## config.mk

```make
export PLATFORM = sky130hd
export DESIGN_NAME = vending_controller
export DESIGN_NICKNAME = d
export VERILOG_FILES = /design/src/rtl/vending_controller.sv
export SDC_FILE = /design/constraint.sdc
export NUM_CORES = 1
export LEC_CHECK = 0
export CAP_MARGIN = 0
export CORE_MARGIN = 10
export CORE_UTILIZATION = 52
export DETAILED_ROUTE_END_ITERATION = 6
export PLACE_DENSITY = 0.79
export SKIP_LAST_GASP = 1
export SLEW_MARGIN = 30
export SYNTH_ARGS = -nofsm -noshare
export SYNTH_HDL_FRONTEND = slang
export SYNTH_SLANG_ARGS = --single-unit
```

## constraint.sdc

```tcl
create_clock -name clk -period 3 [get_ports clk]
set_clock_uncertainty 0.15 [all_clocks]
set_input_delay 0.3 -clock clk [delete_from_list [all_inputs] [get_ports clk]]
set_output_delay 0.3 -clock clk [all_outputs]
set_load 0.01 [all_outputs]
```

## src/rtl/vending_controller.sv

```systemverilog
// Vending-machine money sequencer: coin insertion, drink dispense and change return.
// Owns the credit register and drives the display value and affordable-drink LEDs.
module vending_controller #(
   parameter int unsigned MONEY_BIT   = 8,
   parameter int unsigned MONEY_MAX   = 99,
   parameter int unsigned PRICE_A     = 20,
   parameter int unsigned PRICE_S     = 25,
   parameter int unsigned PRICE_D     = 30,
   parameter int unsigned PRICE_F     = 60,
   parameter int unsigned CHANGE_STEP = 5
) (
   input  logic                 clk,
   input  logic                 rst,
   input  logic                 tick_general,
   input  logic                 tick_second,
   input  logic                 coin_5,
   input  logic                 coin_10,
   input  logic                 coin_50,
   input  logic                 cancel,
   input  logic [3:0]           buy_req,
   output logic [MONEY_BIT-1:0] money,
   output logic [1:0]           state,
   output logic [3:0]           affordable,
   output logic [3:0]           dispense,
   output logic [3:0]           drink_sel,
   output logic                 change_out
);

   localparam logic [1:0] ST_INSERT = 2'b00;
   localparam logic [1:0] ST_BUY    = 2'b01;
   localparam logic [1:0] ST_RETURN = 2'b10;

   localparam int unsigned          SUM_W = MONEY_BIT + 1;
   localparam logic [SUM_W-1:0]     MAX_W = SUM_W'(MONEY_MAX);
   localparam logic [MONEY_BIT-1:0] STEP  = MONEY_BIT'(CHANGE_STEP);

   logic [1:0]           state_q, state_d;
   logic [MONEY_BIT-1:0] money_q, money_d;
   logic [3:0]           dispense_q, dispense_d;
   logic [3:0]           drink_sel_q, drink_sel_d;
   logic                 change_q, change_d;

   logic [MONEY_BIT-1:0] price [4];
   logic [1:0]           buy_idx;
   logic [3:0]           buy_hot;
   logic [SUM_W-1:0]     coin_val;
   logic [SUM_W-1:0]     coin_sum;
   logic [MONEY_BIT-1:0] coin_sat;
   logic [MONEY_BIT-1:0] ret_dec;
   logic [MONEY_BIT-1:0] money_ret;

   assign price[0] = MONEY_BIT'(PRICE_A);
   assign price[1] = MONEY_BIT'(PRICE_S);
   assign price[2] = MONEY_BIT'(PRICE_D);
   assign price[3] = MONEY_BIT'(PRICE_F);

   // Lowest set request bit wins.
   always_comb begin
      buy_idx = 2'd0;
      for (int i = 3; i >= 0; i--) begin
         if (buy_req[i]) buy_idx = 2'(i);
      end
      buy_hot = 4'b0001 << buy_idx;
   end

   always_comb begin
      if (coin_5)       coin_val = SUM_W'(5);
      else if (coin_10) coin_val = SUM_W'(10);
      else              coin_val = SUM_W'(50);
      // One extra bit so the sum cannot wrap before saturation.
      coin_sum = {1'b0, money_q} + coin_val;
      coin_sat = (coin_sum > MAX_W) ? MAX_W[MONEY_BIT-1:0] : coin_sum[MONEY_BIT-1:0];
      ret_dec   = (money_q < STEP) ? money_q : STEP;
      money_ret = money_q - ret_dec;
   end

   always_comb begin
      for (int i = 0; i < 4; i++) begin
         affordable[i] = (state_q == ST_INSERT) && (money_q >= price[i]);
      end
   end

   always_comb begin
      state_d     = state_q;
      money_d     = money_q;
      dispense_d  = 4'b0000;
      drink_sel_d = drink_sel_q;
      change_d    = 1'b0;
      case (state_q)
         ST_INSERT: begin
            if (tick_general) begin
               if (cancel) begin
                  if (money_q != '0) state_d = ST_RETURN;
               end else if (buy_req != 4'b0000) begin
                  // An unaffordable request consumes the tick; any coin is dropped.
                  if (money_q >= price[buy_idx]) begin
                     money_d     = money_q - price[buy_idx];
                     dispense_d  = buy_hot;
                     drink_sel_d = buy_hot;
                     state_d     = ST_BUY;
                  end
               end else if (coin_5 || coin_10 || coin_50) begin
                  money_d = coin_sat;
               end
            end
         end
         ST_BUY: begin
            if (tick_second) state_d = (money_q != '0) ? ST_RETURN : ST_INSERT;
         end
         ST_RETURN: begin
            if (tick_second) begin
               money_d  = money_ret;
               change_d = 1'b1;
               if (money_ret == '0) state_d = ST_INSERT;
            end
         end
         default: state_d = ST_INSERT;
      endcase
      if (state_d == ST_INSERT && state_q != ST_INSERT) drink_sel_d = 4'b0000;
   end

   always_ff @(posedge clk or negedge rst) begin
      if (!rst) begin
         state_q     <= ST_INSERT;
         money_q     <= '0;
         dispense_q  <= 4'b0000;
         drink_sel_q <= 4'b0000;
         change_q    <= 1'b0;
      end else begin
         state_q     <= state_d;
         money_q     <= money_d;
         dispense_q  <= dispense_d;
         drink_sel_q <= drink_sel_d;
         change_q    <= change_d;
      end
   end

   assign money      = money_q;
   assign state      = state_q;
   assign dispense   = dispense_q;
   assign drink_sel  = drink_sel_q;
   assign change_out = change_q;

endmodule

```

# --- After elaboration in Yosys (flattened, before gate mapping) ---
# Cells that the tools add are included.
word_totals:
  ff_bits: 19
  out_inout_bits: 23
  elab_cells: 87
op_classes:
  addsub: 3
  order_cmp: 8
  n_eq_ne: 8
  n_shift: 1
  n_mux: 41
  bitwise_logic: 1
  reduce_logical: 20
op_table:
  columns: ["op", "n"]
  rows:
  - ["8-bit two-way mux", 10]
  - ["4-bit two-way mux", 11]
  - ["2-bit two-way mux", 13]
  - ["8-bit by 5-bit >= comparator with 1-bit output, second input constant", 3]
  - ["8-bit binary-select mux with 2-bit select", 1]
  - ["8-bit one-hot mux with 2 select lines", 1]
  - ["8-bit subtractor", 2]
  - ["6-bit two-way mux", 2]
  - ["2-bit nonzero test", 6]
  - ["8-bit by 9-bit adder with 9-bit output", 1]
  - ["9-bit by 7-bit > comparator with 1-bit output, second input constant", 1]
  - ["8-bit by 6-bit >= comparator with 1-bit output, second input constant", 1]
  - ["8-bit >= comparator", 1]
  - ["8-bit logical NOT", 1]
  - ["8-bit by 3-bit less-than comparator with 1-bit output, second input constant", 1]
  - ["8-bit nonzero test", 1]
  - ["2-bit inequality test, second input constant", 3]
  - ["2-bit one-hot mux with 3 select lines", 1]
  - ["6-bit AND reduction", 1]
  - ["1-bit logical AND", 5]
  - ["5-bit AND reduction", 1]
  - ["2-bit logical NOT", 2]
  - ["4-bit nonzero test", 1]
  - ["1-bit by 2-bit left shift with 4-bit output, first input constant", 1]
  - ["9 further kinds", 11]

# --- Logic depth before layout (Yosys ltp) ---
logic_depth:
  ltp_word: 18
  mapped_depth: 14
  mapped_depth_nobuf: 12

# --- Least setup slack after synthesis ---
# Ideal clock, no wire load.
synth_path:
  path_kind: "register to register"
  from: "register money_q[1] (netlist: money[1])"
  to: "register money_q[3] (netlist: money[3])"
  setup_ns: 0.086
  t_arrival_ns: 2.565
  required_ns: 2.764
  setup_slack_ns: 0.200
  stages_incl_launch_ff: 11
  n_path_buf: 1
  path_cell_list: "dfrtp_1 -> clkbuf_1 -> inv_1 -> fa_1 -> nor2b_1 -> a2bb2oi_1 -> or4_1 -> o2111a_2 -> a2bb2oi_2 -> o211ai_1 -> a32oi_1"
synth_between:
  elab_chain_len: 8
synth_rtl:
  columns: ["element", "line_no", "text"]
  rows:
  - ["start: declaration", "38", "logic [MONEY_BIT-1:0] money_q, money_d;"]
  - ["start signal: assignment", "131", "money_q <= money_d;"]
  - ["8-bit by 9-bit adder with 9-bit output", "71", "coin_sum = {1'b0, money_q} + coin_val;"]
  - ["9-bit by 7-bit > comparator with 1-bit output", "72", "coin_sat = (coin_sum > MAX_W) ? MAX_W[MONEY_BIT-1:0] : coin_sum[MONEY_BIT-1:0];"]
  - ["8-bit two-way mux", "72", null]
  - ["8-bit two-way mux", "102", "end else if (coin_5 || coin_10 || coin_50) begin"]
  - ["8-bit two-way mux", "94", "end else if (buy_req != 4'b0000) begin"]
  - ["8-bit two-way mux", "92", "if (cancel) begin"]
  - ["8-bit two-way mux", "91", "if (tick_general) begin"]
  - ["8-bit one-hot mux with 2 select lines", "89", "case (state_q)"]
# Parallel ways exist; a longest one is shown, timed or not. The select of a mux whose other input is x is not followed.
# A chain may end at the register's enable or synchronous reset.

# --- Worst setup path in the final report ---
layout_path:
  from: "input port buy_req[1]"
  to: "register money_q[2] (netlist: money[2])"
layout_between:
  elab_chain_len: 12
layout_rtl:
  columns: ["element", "line_no", "text"]
  rows:
  - ["start: declaration", "20", "input logic [3:0] buy_req,"]
  - ["2-bit two-way mux (2 in a row)", "61", "if (buy_req[i]) buy_idx = 2'(i);"]
  - ["2-bit NOT with 3-bit output (not written as such)", "96, 97", null]
  - ["8-bit binary-select mux with 2-bit select", "96, 97", null]
  - ["8-bit two-way mux (not written as such) (2 in a row)", "96, 97", null]
  - ["8-bit subtractor", "97", "money_d = money_q - price[buy_idx];"]
  - ["8-bit two-way mux", "96", "if (money_q >= price[buy_idx]) begin"]
  - ["8-bit two-way mux", "94", null]
  - ["8-bit two-way mux", "92", null]
  - ["8-bit two-way mux", "91", null]
  - ["8-bit one-hot mux with 2 select lines", "89", null]
# Parallel ways exist; a longest one is shown, timed or not. The select of a mux whose other input is x is not followed.

==> flow_summary.ini <==
[status]
status = finished, final reports clean

[drt]
vias = 2311
routedWlPerCell_microns = 16.37
first_iter_violations = 222
wirelength_mm = 6.186
first_pass_iters = 5
via_per_inst = 6.114
drtAntennaViolNets = 0
drc = 0

[worst_setup_path]
critPathLaunch = buy_req[1]
r2r_setup_slack_ns = 0.18
cp.arrival_ns = 2.82
worstReg2RegEnd = drink_sel[1]$_DFFE_PN0P_
critPathKind = in -> reg
worstPathRequired_ns = 2.97
rr_worst_depth = 12
reg2reg_from = money[3]$_DFFE_PN0P_
cp-end-kind = flip-flop
crit_path_start_kind = primary input
crit_path_max_fanout = 3

[clocking]
h-tree-depth = 1
clock_latency_ns = 0.26
cts_hold_buf = 0
cts-buffers-inserted = 3
path_clk_slew_ns = 0.08
cts_num_sinks = 19
cts_root_buf = clkbuf_8
clock_path_buffers = 2
post_cts_buffers = 0
cts_resized = 0
cts_tree = built

[synthesis]
ys.flop_type = dfrtp_1
ys_ff_latch = 19
synth_area_per_cell_sq_um = 7.540
synth_area_leaders = dfrtp_1, ha_1, nand2_1
ys_types = 54
yosysSeqAreaShare = 0.2379
synth_most_common_cell = nand2_1
netlist_area_sq_um = 1998
yosys-top-cells-count = nand2_1, nor2_1, o21ai_0
syn_nets = 291
synthCells = 265
async_reset_ff_frac = 1.000
synthDominantCellAreaShare = 0.2379
yosys.area.top_type = dfrtp_1
synth_edf_count = 0
yosys_warnings = 0

[timing]
finalHoldViolations = 0
holdWs_ns = 0.3765
worst-slew-pin-transition_ns = 0.8941
timing.final.max_slew_violations = 0
relSlewSlack = 0.4021
max_freq_ghz = 0.3509
min_period_over_period = 0.9498
rsz0062_at_grt = yes
setup_viol = 0
period_minus_slack_ns = 2.849

[global_routing]
grt_pass1_wl_mm = 10.03
grtUsageTotal = 0.1866
grt_overflow = 0
grt_antenna_before_repair = 0
grt_pass1_vias = 2136
grt_max_degree = 20

[layout]
diodes = 0
fin_area_sq_um = 2715
fillers = 291
finalNetCount = 357
drive_gt1_frac = 0.1727
syn_to_final_growth_pct = 35.88
fin_cells = 378

[placed_design]
numPlacedInstances = 374
gp_congestion = 0.9563
dp_hpwl_mm = 4.812
io_buffers = 34
post_dp_cell_area_sq_um = 2644

[min_path]
worstHoldStart = drink_sel[2]$_DFFE_PN0P_
holdPathEnd = drink_sel[2]$_DFFE_PN0P_
hold_class = reg -> reg
min_delay_path_depth = 2

[floorplanning]
start_util = 0.5417
fp.dieW_microns = 81.99
fp.dieH_microns = 81.99
io_pins = 35
rows = 22
dieArea_sq_um = 6722
core_sq_um = 3689

[power_and_ir_drop]
ir_worst_vdd_mv = 0.6171
p_leak_nw = 1.185
power.density_nw_per_um2 = 1011

[flow_run]
cap_violations = 0
final cells by class:
type / count / area, sq um / area share
multi-input combinational: 225 / 1463 / 0.5387
clock buffer: 3 / 41.29 / 0.01521
inverter: 8 / 30.03 / 0.01106
sequential: 19 / 475.5 / 0.1751
tap: 48 / 60.06 / 0.02212
timing repair buffer: 74 / 640.6 / 0.2359
clock inverter: 1 / 5.005 / 0.001843
power breakdown:
part           leakage (nW)  switching (mW)  total [mW]  internal, mW
clock                0.0255          0.0943       0.187        0.0927
sequential            0.242          0.0818       0.427         0.345
combinational         0.918            1.14        2.13         0.986
worst max-delay path: stages:
cell and delay, ns:
clkdlybuf4s50_1 0.48, nor2b_2 0.18, ha_1 0.19, inv_1 0.06
fa_1 0.39, a21o_1 0.21, a21oi_2 0.17, nand4_1 0.15
and4_1 0.25, o31ai_1 0.34, a31oi_1 0.10
kinds of logic (layout without fill, tap and decap cells):
family	Yosys count	count (layout)	synth area share
DFF	19	19	0.2379
adders and majority gates	14	14	0.09518
buffers and inverters	21	86	0.04258
AOI/OAI and AO/OA	81	81	0.2768
muxes	1	1	0.005010
xor gates and xnor gates	7	7	0.03068
and+or+nand+nor	122	122	0.3118
metal layers:
metal	GRT usage	vias to the layer above	routed length, microns
li1	-	1111	-
met1	0.2375	1085	2649
met2	0.3049	104	2877
met3	0.05131	11	566
met4	0.04592	0	92
met5	0	-	0
state kept, by name, indices dropped and copies added (netlist names):
name and flops:
dispense 4, change_out 1, money 8, state 2, drink_sel 4
through the flow:
| step | power, mW | util | setup TNS [ns] | setup slack (ns) |
|---|---|---|---|---|
| after floorplan | 1.687 | - | 0 | 0.1996 |
| after global routing | 2.975 | 0.7361 | -0.03697 | -0.02745 |
| final | 2.745 | 0.7361 | 0 | 0.1505 |
| after detailed placement | 2.491 | 0.7168 | -1.347 | -0.1641 |
| after CTS | 2.697 | 0.7293 | 0 | 0.08349 |
| after global placement | 2.455 | 0.7168 | -0.5581 | -0.1155 |
placed cells by master, fill, tap and decap left out, drive strengths merged, types with 3 or more instances in the layout:
cell	netlist	final
nor2b	8	8
a211oi	3	3
a21oi	18	18
o2111ai	3	3
o31ai	4	4
clkdlybuf4s50	0	34
or3	3	3
or2	3	3
a21o	4	4
buf	6	40
xnor2	3	3
o21a	6	6
xor2	4	4
ha	12	12
nand2	29	29
nor2	29	29
nand4	5	5
o21ai	22	22
nand2b	8	8
dfrtp	19	19
clkbuf	7	3
nand3	11	11
nand3b	3	3
a31oi	3	3
nor4	5	5
inv	8	8
a2bb2oi	4	4
nor3	10	10
worst max-delay path by stage:
stage | to | slack (ns) | cells past startpoint
6_report | money[2]$_DFFE_PN0P_ | 0.15 | 11
5_1_grt | money[4]$_DFFE_PN0P_ | -0.03 | 13
4_1_cts | drink_sel[3]$_DFFE_PN0P_ | 0.08 | 12
3_5_place_dp | drink_sel[3]$_DFFE_PN0P_ | -0.16 | 12
3_3_place_gp | drink_sel[3]$_DFFE_PN0P_ | -0.12 | 12
2_1_floorplan | money[3]$_DFFE_PN0P_ | 0.20 | 10
Note: power is estimated with default switching activity, not from simulation.
